[config.mk]
export PLATFORM = sky130hd
export DESIGN_NAME = pool_layer_1
export DESIGN_NICKNAME = d
export VERILOG_FILES = /design/src/rtl/pool_layer_1.sv
export SDC_FILE = /design/constraint.sdc
export NUM_CORES = 1
export LEC_CHECK = 0
export ABC_AREA = 1
export ABC_CLOCK_PERIOD_IN_PS = 3600
export CORE_MARGIN = 2
export CORE_UTILIZATION = 55
export DETAILED_ROUTE_END_ITERATION = 10
export DONT_BUFFER_PORTS = 1
export PLACE_DENSITY = 0.7
export SETUP_SLACK_MARGIN = 0.1
export SLEW_MARGIN = 20
export SYNTH_ARGS = -nofsm -noshare
export SYNTH_HDL_FRONTEND = slang
export SYNTH_SLANG_ARGS = --single-unit
[constraint.sdc]
create_clock -name clk -period 3.6 [get_ports clk]
set_input_delay 0.72 -clock clk [delete_from_list [all_inputs] [get_ports clk]]
set_output_delay 0.72 -clock clk [all_outputs]
set_load 0.005 [all_outputs]
[src/rtl/pool_layer_1.sv]
// ============================================================================
// pool_layer_1 : binary 2x2 stride-2 max-pool (OR) over 8 conv1 channel streams
// Revision     : 1.0
// ============================================================================
`default_nettype none

module pool_layer_1 #(
  parameter int WIDTH  = 26,
  parameter int HEIGHT = 26
) (
  input  logic clk,
  input  logic rst_n,
  input  logic conv1_out_1,
  input  logic conv1_out_2,
  input  logic conv1_out_3,
  input  logic conv1_out_4,
  input  logic conv1_out_5,
  input  logic conv1_out_6,
  input  logic conv1_out_7,
  input  logic conv1_out_8,
  input  logic valid_in_pool1,
  output logic pool1_out_1,
  output logic pool1_out_2,
  output logic pool1_out_3,
  output logic pool1_out_4,
  output logic pool1_out_5,
  output logic pool1_out_6,
  output logic pool1_out_7,
  output logic pool1_out_8,
  output logic valid_out_pool1,
  output logic frame_done_pool1
);

  localparam int COL_W    = (WIDTH  > 1) ? $clog2(WIDTH)  : 1;
  localparam int ROW_W    = (HEIGHT > 1) ? $clog2(HEIGHT) : 1;
  localparam int HALF_W   = WIDTH / 2;
  localparam int IDX_W    = (HALF_W > 1) ? $clog2(HALF_W) : 1;
  localparam int LAST_ROW = 2 * (HEIGHT / 2) - 1;
  localparam int LAST_IDX = HALF_W - 1;

  logic [7:0]       w_pix;
  logic [COL_W-1:0] col_q, col_d;
  logic [ROW_W-1:0] row_q, row_d;
  logic [7:0]       h_acc_q;
  logic [7:0]       rowbuf_q [HALF_W];
  logic [7:0]       pool_q;
  logic             valid_q;
  logic             done_q;

  logic [IDX_W-1:0] w_idx;
  logic             w_col_last;
  logic             w_row_last;
  logic             w_win;
  logic             w_last_win;
  logic [7:0]       w_pooled;

  assign w_pix = {conv1_out_8, conv1_out_7, conv1_out_6, conv1_out_5,
                  conv1_out_4, conv1_out_3, conv1_out_2, conv1_out_1};

  assign w_idx      = IDX_W'(col_q >> 1);
  assign w_col_last = (col_q == COL_W'(WIDTH - 1));
  assign w_row_last = (row_q == ROW_W'(HEIGHT - 1));
  // Odd row and odd column always close a full window; trailing odd-size edges are even.
  assign w_win      = valid_in_pool1 & col_q[0] & row_q[0];
  assign w_last_win = (row_q == ROW_W'(LAST_ROW)) && (w_idx == IDX_W'(LAST_IDX));
  assign w_pooled   = rowbuf_q[w_idx] | h_acc_q | w_pix;

  always_comb begin
    col_d = col_q;
    row_d = row_q;
    if (valid_in_pool1) begin
      if (w_col_last) begin
        col_d = '0;
        row_d = w_row_last ? '0 : row_q + ROW_W'(1);
      end else begin
        col_d = col_q + COL_W'(1);
      end
    end
  end

  always_ff @(posedge clk) begin
    if (!rst_n) begin
      col_q   <= '0;
      row_q   <= '0;
      h_acc_q <= '0;
      pool_q  <= '0;
      valid_q <= 1'b0;
      done_q  <= 1'b0;
      for (int i = 0; i < HALF_W; i++) begin
        rowbuf_q[i] <= '0;
      end
    end else begin
      col_q   <= col_d;
      row_q   <= row_d;
      valid_q <= w_win;
      done_q  <= w_win & w_last_win;
      if (valid_in_pool1) begin
        if (!col_q[0]) begin
          h_acc_q <= w_pix;
        end else if (!row_q[0]) begin
          rowbuf_q[w_idx] <= h_acc_q | w_pix;
        end
      end
      if (w_win) begin
        pool_q <= w_pooled;
      end
    end
  end

  assign pool1_out_1      = pool_q[0];
  assign pool1_out_2      = pool_q[1];
  assign pool1_out_3      = pool_q[2];
  assign pool1_out_4      = pool_q[3];
  assign pool1_out_5      = pool_q[4];
  assign pool1_out_6      = pool_q[5];
  assign pool1_out_7      = pool_q[6];
  assign pool1_out_8      = pool_q[7];
  assign valid_out_pool1  = valid_q;
  assign frame_done_pool1 = done_q;

endmodule

`default_nettype wire

==> impl_metrics.py, run 1 <==
metrics = {
    "min_path": {
        "min_path_type": "in -> reg",
    },
    "synthesis": {
        "syn_area_per_cell_sq_um": 8.73,
        "syn_inst": 836,
        "synth_nets": 851,
        "ys_ff_latch": 160,
        "yosysWarnings": 0,
        "ys_seq_area_share_pct": 61.5,
        "synth.distinct_cells": 25,
        "mappedNetlistArea_sq_um": 7300,
    },
    "clock_tree": {
        "htreeDepth": 4,
        "clkSlewWorstSetupHoldPaths_ns": 0.06,
        "cts_resized": 0,
        "cts_hold_buf": 0,
        "clkLatencyLatePin_ns": 0.42,
        "numCtsBuffers": 17,
        "cts_buffer_depth": 2,
        "cts_tree": "done",
        "cts_root_buf": "clkbuf_16",
        "postCtsSetupBuffers": 0,
        "clkSinkCount": 160,
    },
    "floorplan": {
        "dieArea_sq_um": 14200,
        "die_w_um": 119,
        "die_h_um": 119,
        "ioPinCount": 21,
        "fp-row-count": 42,
        "core-area_sq_um": 13100,
        "initial_core_util_pct": 55.8,
    },
    "pwr": {
        "p_leak_nw": 3.58,
        "p_per_area_nw_per_um2": 505,
        "switching_power_w": 0.000889,
        "p_int_w": 0.00317,
        "fin_total_pwr_w": 0.00406,
        "pwr-share-clk_pct": 42.2,
        "peakVddDrop_mv": 0.350,
        "sw_frac_of_total_pct": 21.9,
        "combinationalPowerShare_pct": 6.8,
        "seqPwrFrac_pct": 51.0,
    },
    "global_route": {
        "antenna_found_initial": 0,
        "track_usage_pct": 25.8,
        "grt_pass1_wl_um": 27100,
        "overflow": 0,
        "grt_pass1_vias": 5330,
        "grt_max_degree": 65,
    },
    "routing": {
        "wirelength_um": 17400,
        "highest_layer": "met4",
        "avgRoutedWirePerCell_um": 17.0,
        "via_per_inst": 5.43,
        "wl_met3_um": 1370,
        "m1WireLength_um": 7200,
        "drcViolationCount": 0,
        "drt_iter0_drc": 523,
        "wl_met2_um": 8160,
        "final_antenna_net_count": 0,
        "first_pass_iters": 5,
        "vias": 5543,
    },
    "critical_path": {
        "start_kind": "register",
        "worstPathMaxFanout": 33,
        "cp_data_arrival_time_ns": 2.45,
        "crit_required_ns": 3.92,
        "endpoint_kind": "register",
        "r2r_slack_ns": 1.47,
        "worstSetupPathType": "reg -> reg",
    },
    "sta": {
        "rsz0062_at_grt": "no",
        "finalWorstSetupSlack_ns": 1.47,
        "hold_violations": 0,
        "finClkSkew_ns": 0.00699,
        "period_share_pct": 59.1,
        "max_freq_mhz": 470,
        "fin_crit_ns": 2.13,
        "holdWs_ns": 0.395,
        "drv_slew": 0,
        "slew_headroom_pct": 30.6,
        "tns_ns": 0,
        "worst_pin_slew_ns": 1.04,
        "setup_viol": 0,
    },
    "cells_and_area": {
        "antenna_cells": 0,
        "layout-drive-gt1-share_pct": 7.11,
        "post-route-util_pct": 61.4,
        "nets": 846,
        "area_growth_pct": 10.2,
    },
    "place": {
        "portBuffers": 0,
        "place_congestion": 0.878,
        "dpl.hpwl_um": 11500,
        "post-place-ws_ns": 1.33,
    },
    "outcome": {
        "outcome": "complete, no violations",
    },
    "run": {
        "cap_violations": 0,
    },
}
==> kinds of logic (layout without fill, tap and decap cells) <==
group | count (synthesis) | count (layout) | share of synthesized area (%)
compound gates | 17 | 17 | 1.32
xor+xnor | 2 | 2 | 0.240
fa+ha+maj | 4 | 4 | 0.686
buf+inv | 139 | 147 | 7.29
flops | 160 | 160 | 61.5
simple gates | 514 | 514 | 29.0
==> placed cells by master, fill, tap and decap left out, types with 4 or more instances in the layout <==
cell / instances
clkbuf_8: 5
clkbuf_1: 5
nand3_1: 89
edfxtp_1: 128
o21ai_0: 10
ha_1: 4
nand2_1: 243
buf_4: 11
inv_1: 101
dfxtp_1: 31
nand4_1: 4
nand2_2: 14
clkbuf_16: 19
nor2_1: 155
==> area by class of cell <==
type / count / area [sq um]
Clock inverter: 3 / 15.0
Timing Repair Buffer: 11 / 82.6
Clock buffer: 29 / 563
Multi-Input combinational cell: 537 / 2280
Inverter: 104 / 390
Fill cell: 1109 / 5050
Tap cell: 176 / 220
Sequential cell: 160 / 4490
==> registers in the layout (all words and copies together), names as in the netlist, named ones only <==
| name | flops |
|---|---|
| col_q | 5 |
| h_acc_q | 8 |
| row_q | 5 |
| pool_q | 8 |
| valid_out_pool1 | 1 |
| rowbuf_q | 128 |
| frame_done_pool1 | 1 |
==> Yosys cell counts <==
library cell,n,area share [%]
nand4_1,4,0.34
inv_1,101,5.2
nor2_1,155,8.0
a211oi_1,2,0.21
dfxtp_1,32,8.8
buf_2,8,0.55
o21ai_0,10,0.69
nor2_2,1,0.086
ha_1,4,0.69
a21oi_1,2,0.14
buf_1,1,0.051
inv_2,3,0.15
a31o_2,1,0.12
nor4_1,1,0.086
nand2_1,243,12
nand2_2,14,1.2
nor3b_1,2,0.21
nand3_1,89,6.1
edfxtp_1,128,53
xor2_1,2,0.24
o22ai_1,1,0.086
nor2_4,2,0.31
nor3_1,3,0.21
clkbuf_1,26,1.3
a31oi_1,1,0.086
==> routing by layer <==
metal / global-route usage, % / up-vias
met3: 5.84 / 51
met2: 40.5 / 254
met1: 33.3 / 2594
met4: 14.1 / 0
met5: 0 / -
li1: - / 2644
==> worst paths after layout <==
kind | start | endpoint | cells past startpoint
max | register | pool_q[6] | 8
max reg2reg | register | pool_q[6] | 8
min | valid_in_pool1 | register | 1
min reg2reg | h_acc_q[5] | h_acc_q[5] | 2
==> stage by stage <==
step           instances  cell area (sq um)
6_report            1020               8040
5_1_grt             1020               8040
4_1_cts             1020               8040
3_5_place_dp         988               7460
3_3_place_gp         988               7460
2_1_floorplan        836               7300
==> power by group through the flow <==
stage / combinational, W / clock, W / sequential, W
floorplan: 0.000189 / 0 / 0.00210
global placement: 0.000264 / 0 / 0.00211
detailed placement: 0.000268 / 0 / 0.00211
CTS: 0.000270 / 0.00173 / 0.00207
global route: 0.000304 / 0.00181 / 0.00207
finish: 0.000274 / 0.00171 / 0.00207
==> critical path: stages (launching register included) <==
cell,delay (ns)
dfxtp_1,0.32
buf_4,0.34
inv_1,0.54
nand3_1,0.25
nand3_1,0.15
nand3_1,0.17
nand3_1,0.13
nand2_1,0.08
inv_1,0.04
No activity file was read; power rests on OpenSTA's default activity.
==> inputs of run 2 (changes only) <==
--- a/config.mk
+++ b/config.mk
@@ -6,7 +6,7 @@
 export NUM_CORES = 1
 export LEC_CHECK = 0
 export ABC_AREA = 1
-export ABC_CLOCK_PERIOD_IN_PS = 3600
+export ABC_CLOCK_PERIOD_IN_PS = 2000
 export CORE_MARGIN = 2
 export CORE_UTILIZATION = 55
 export DETAILED_ROUTE_END_ITERATION = 10
==> constraint.sdc (replaced) <==
create_clock -name clk -period 2 [get_ports clk]
set_input_delay 0.4 -clock clk [delete_from_list [all_inputs] [get_ports clk]]
set_output_delay 0.4 -clock clk [all_outputs]
set_load 0.005 [all_outputs]
==> impl_metrics.py, run 2 (synthesis results as in run 1) <==
metrics = {
    "outcome": {
        "outcome": "complete, no violations",
    },
    "global_route": {
        "track_usage_pct": 25.9,
        "use_met2_pct": 40.7,
        "antenna_found_initial": 0,
        "grt_use_met1_pct": 34.1,
        "use_met3_pct": 5.80,
        "busiest_layer": "met2",
        "grt_pass1_vias": 5251,
        "grt_pass1_wl_um": 27400,
        "overflow": 0,
        "grt_max_degree": 41,
    },
    "cells_and_area": {
        "largest_reg_flops": 128,
        "final_cell_mix": "nand2_1, nor2_1, edfxtp_1, inv_1, nand3_1",
        "layout_commonest_cell": "nand2_1",
        "nets": 862,
        "regMostFlops": "rowbuf_q",
        "area_growth_pct": 12.4,
        "layout-drive-gt1-share_pct": 10.5,
        "reg_top3": "rowbuf_q: 128 flops, h_acc_q: 8 flops, pool_q: 8 flops",
        "finalInstanceArea_sq_um": 8210,
        "antenna_cells": 0,
    },
    "critical_path": {
        "r2r_slack_ns": 0.25,
        "worstSetupPathType": "reg -> reg",
        "crit_required_ns": 2.10,
        "start_kind": "register",
        "worstPathMaxFanout": 8,
        "endpoint_kind": "register",
        "cp_data_arrival_time_ns": 1.84,
    },
    "floorplan": {
        "initial_core_util_pct": 55.8,
        "core-area_sq_um": 13100,
        "fp-row-count": 42,
        "die_h_um": 119,
        "ioPinCount": 21,
        "die_w_um": 119,
        "dieArea_sq_um": 14200,
    },
    "place": {
        "place_congestion": 0.900,
        "post-place-ws_ns": 0.179,
        "portBuffers": 0,
        "dpl_cell_area_sq_um": 7600,
        "dpl.hpwl_um": 11600,
    },
    "sta": {
        "tns_ns": 0,
        "max_freq_mhz": 572,
        "finalWorstSetupSlack_ns": 0.251,
        "slew_headroom_pct": 63.2,
        "finClkSkew_ns": 0.00829,
        "hold_violations": 0,
        "setup_viol": 0,
        "holdWs_ns": 0.0759,
        "worst_pin_slew_ns": 0.550,
        "period_share_pct": 87.5,
        "fin_crit_ns": 1.75,
        "drv_slew": 0,
        "rsz0062_at_grt": "no",
    },
    "routing": {
        "final_antenna_net_count": 0,
        "vias": 5506,
        "first_pass_iters": 7,
        "avgRoutedWirePerCell_um": 16.9,
        "via_per_inst": 5.31,
        "drt_iter0_drc": 496,
        "drcViolationCount": 0,
        "wirelength_um": 17600,
    },
    "clock_tree": {
        "cts_hold_buf": 0,
        "cts_tree": "done",
        "htreeDepth": 4,
        "numCtsBuffers": 17,
        "clkSlewWorstSetupHoldPaths_ns": 0.06,
        "postCtsSetupBuffers": 0,
        "cts_root_buf": "clkbuf_16",
        "clkSinkCount": 160,
        "clkLatencyLatePin_ns": 0.43,
        "cts_buffer_depth": 2,
        "cts_resized": 0,
    },
    "min_path": {
        "min_path_type": "in -> reg",
    },
    "pwr": {
        "p_per_area_nw_per_um2": 898,
        "peakVddDrop_mv": 0.670,
        "p_leak_nw": 3.65,
    },
    "run": {
        "cap_violations": 0,
    },
}
[run 2: through the flow]
step           instances  total power (W)  util [%]
3_3_place_gp        1003          0.00428      58.1
6_report            1036          0.00737      62.7
5_1_grt             1036          0.00757      62.7
3_5_place_dp        1003          0.00429      58.1
2_1_floorplan        836          0.00412         -
4_1_cts             1035          0.00738      62.4
[run 2: cell type report]
| class | count | area, sq um |
|---|---|---|
| Clock inverter | 14 | 140 |
| Timing Repair Buffer | 26 | 220 |
| Fill cell | 1055 | 4880 |
| Timing Repair inverter | 1 | 7.51 |
| Tap cell | 176 | 220 |
| Sequential cell | 160 | 4490 |
| Clock buffer | 18 | 429 |
| Multi-Input combinational cell | 537 | 2310 |
| Inverter | 104 | 394 |
[run 2: layer usage]
| metal | vias up | part of all wire (%) |
|---|---|---|
| met1 | 2545 | 41 |
| met4 | 0 | 3.5 |
| met2 | 249 | 48 |
| li1 | 2669 | - |
| met3 | 43 | 7.7 |
| met5 | - | 0 |
[run 2: path summary, 6_finish.rpt]
check | startpoint | end | cells after the start
worst max-delay path | col_q[0] | rowbuf_q[7][0] | 8
worst min-delay path | valid_in_pool1 | register | 1
worst max register to register | col_q[0] | rowbuf_q[7][0] | 8
worst min register to register | h_acc_q[1] | h_acc_q[1] | 2
[run 2: critical path, cell delays in order (launching register included)]
cell	delay, ns
dfxtp_1	0.41
nand2_2	0.10
nor2_1	0.09
inv_1	0.06
nor2_2	0.12
inv_1	0.12
nor2_4	0.16
nand2_2	0.08
nand2_1	0.27
[run 2: report_power, final]
group          switching, W  internal [W]  total, W
clock               0.00130       0.00183   0.00313
combinational      0.000373      0.000137  0.000510
sequential        0.0000388       0.00369   0.00372
==> inputs of run 3 (changes only) <==
--- a/config.mk
+++ b/config.mk
@@ -11,7 +11,7 @@
 export CORE_UTILIZATION = 55
 export DETAILED_ROUTE_END_ITERATION = 10
 export DONT_BUFFER_PORTS = 1
-export PLACE_DENSITY = 0.7
+export PLACE_DENSITY = 0.68
 export SETUP_SLACK_MARGIN = 0.1
 export SLEW_MARGIN = 20
 export SYNTH_ARGS = -nofsm -noshare
==> impl_metrics.py, run 3 (synthesis results as in run 1) <==
metrics = {
    "floorplan": {
        "die_h_um": 119,
        "initial_core_util_pct": 55.8,
        "ioPinCount": 21,
        "core-area_sq_um": 13100,
        "die_w_um": 119,
        "dieArea_sq_um": 14200,
        "fp-row-count": 42,
    },
    "cells_and_area": {
        "finalInstanceArea_sq_um": 8250,
        "antenna_cells": 0,
        "area_growth_pct": 13.0,
        "final_cells": 1041,
        "layout-drive-gt1-share_pct": 10.8,
        "ff_latch_area_sq_um": 4490,
        "largest_reg_flops": 128,
        "post-route-util_pct": 63.0,
        "reg_top3": "rowbuf_q: 128 flops, h_acc_q: 8 flops, pool_q: 8 flops",
        "nFillCells": 1090,
        "regMostFlops": "rowbuf_q",
        "nets": 867,
        "final_cell_mix": "nand2_1, nor2_1, edfxtp_1, inv_1, nand3_1",
        "multi_input_area_sq_um": 2310,
        "layout_commonest_cell": "nand2_1",
    },
    "pwr": {
        "sw_frac_of_total_pct": 21.8,
        "peakVddDrop_mv": 0.561,
        "p_per_area_nw_per_um2": 900,
        "switching_power_w": 0.00162,
        "seqPwrFrac_pct": 50.2,
        "fin_total_pwr_w": 0.00742,
        "pwr-share-clk_pct": 42.9,
        "combinationalPowerShare_pct": 6.9,
        "p_int_w": 0.00580,
        "p_leak_nw": 3.69,
    },
    "critical_path": {
        "crit_end": "rowbuf_q[0][7]",
        "crit_path_top_delay_cell": "dfxtp_1",
        "rr_endpoint": "rowbuf_q[0][7]",
        "start_kind": "register",
        "endpoint_kind": "register",
        "cp_cell_sequence": "nand2_2 > nor2_1 > inv_1 > nor2_2 > inv_1 > nor2_4 > nand2_2 > nand2_2",
        "r2r_slack_ns": 0.24,
        "worstPathMaxFanout": 8,
        "crit_required_ns": 2.12,
        "critPathMostFrequentCell": "nand2_2",
        "rr_startpoint": "col_q[0]",
        "worstSetupPathType": "reg -> reg",
        "crit_start": "col_q[0]",
        "cp_data_arrival_time_ns": 1.88,
        "rr_worst_depth": 8,
        "crit_path_max_incr_delay_ns": 0.40,
    },
    "global_route": {
        "grt_max_degree": 33,
        "antenna_found_initial": 0,
        "grt_pass1_wl_um": 28400,
        "track_usage_pct": 26.7,
        "grt_pass1_vias": 5399,
        "overflow": 0,
    },
    "sta": {
        "max_freq_mhz": 567,
        "tns_ns": 0,
        "period_share_pct": 88.2,
        "finClkSkew_ns": 0.00711,
        "hold_violations": 0,
        "drv_slew": 0,
        "worst_pin_slew_ns": 0.550,
        "setup_viol": 0,
        "rsz0062_at_grt": "yes",
        "fin_crit_ns": 1.76,
        "slew_headroom_pct": 63.2,
    },
    "min_path": {
        "min_path_type": "in -> reg",
        "hp-start": "valid_in_pool1",
    },
    "routing": {
        "wirelength_um": 17800,
        "vias": 5601,
        "via_per_inst": 5.38,
        "drcViolationCount": 0,
        "first_pass_iters": 5,
        "drt_iter0_drc": 608,
        "avgRoutedWirePerCell_um": 17.1,
        "final_antenna_net_count": 0,
    },
    "outcome": {
        "outcome": "complete, no violations",
    },
    "place": {
        "dpl.hpwl_um": 12400,
        "dp_cells": 1009,
        "portBuffers": 0,
        "dpl_cell_area_sq_um": 7620,
        "place_congestion": 0.907,
    },
    "run": {
        "cap_violations": 0,
    },
    "clock_tree": {
        "htreeDepth": 4,
        "clkSlewWorstSetupHoldPaths_ns": 0.06,
        "cts_root_buf": "clkbuf_16",
        "clkLatencyLatePin_ns": 0.42,
        "numCtsBuffers": 17,
        "cts_tree": "done",
        "postCtsSetupBuffers": 0,
        "cts_hold_buf": 0,
        "cts_buffer_depth": 2,
        "clkSinkCount": 160,
    },
}
run 3: routing by layer:
layer,track usage (%),wire (um),vias up
met5,0,0,-
met4,12.4,585,0
met3,4.41,1030,37
met2,43.3,8570,190
met1,35.4,7620,2692
li1,-,-,2682
run 3: per-stage QoR:
stage               setup slack [ns]  hold slack [ns]
floorplan                      0.190            0.472
global placement               0.189            0.492
detailed placement             0.129            0.498
CTS                            0.117           0.0687
global route                  0.0962           0.0709
finish                         0.235           0.0765
run 3: final cells by class:
type | count | area share (%)
multi-input cells | 537 | 28.0
well taps | 176 | 2.67
clock inverters | 2 | 0.137
inverters | 104 | 4.78
repair buffers | 32 | 2.91
flip-flops and latches | 160 | 54.4
clock buffers | 30 | 7.13
run 3: how the worst min path moves through the flow:
stage,endpoint,slack (ns),cells after the start
floorplan,row_q[4],0.47,2
global placement,h_acc_q[7],0.49,2
detailed placement,h_acc_q[1],0.50,2
CTS,register,0.07,1
global route,register,0.07,1
finish,register,0.08,1
run 3: power groups by stage:
stage / clock [W] / sequential (W) / combinational, W
6_report: 0.00318 / 0.00373 / 0.000513
5_1_grt: 0.00336 / 0.00373 / 0.000571
4_1_cts: 0.00320 / 0.00373 / 0.000506
3_5_place_dp: 0 / 0.00380 / 0.000503
3_3_place_gp: 0 / 0.00379 / 0.000491
2_1_floorplan: 0 / 0.00378 / 0.000340
run 3: what timing repair did:
action / in CTS / in global routing
resized for setup: 0 / 12
setup endpoints to repair: 0 / 90
endpoints found under the hold margin: 0 / 0
run 3: worst max-delay path: cells and delay by family (launching register included):
kind	cells	cell delay, ns
buffers and inverters	2	0.19
flip-flops	1	0.40
AND/OR/NAND/NOR	6	0.86
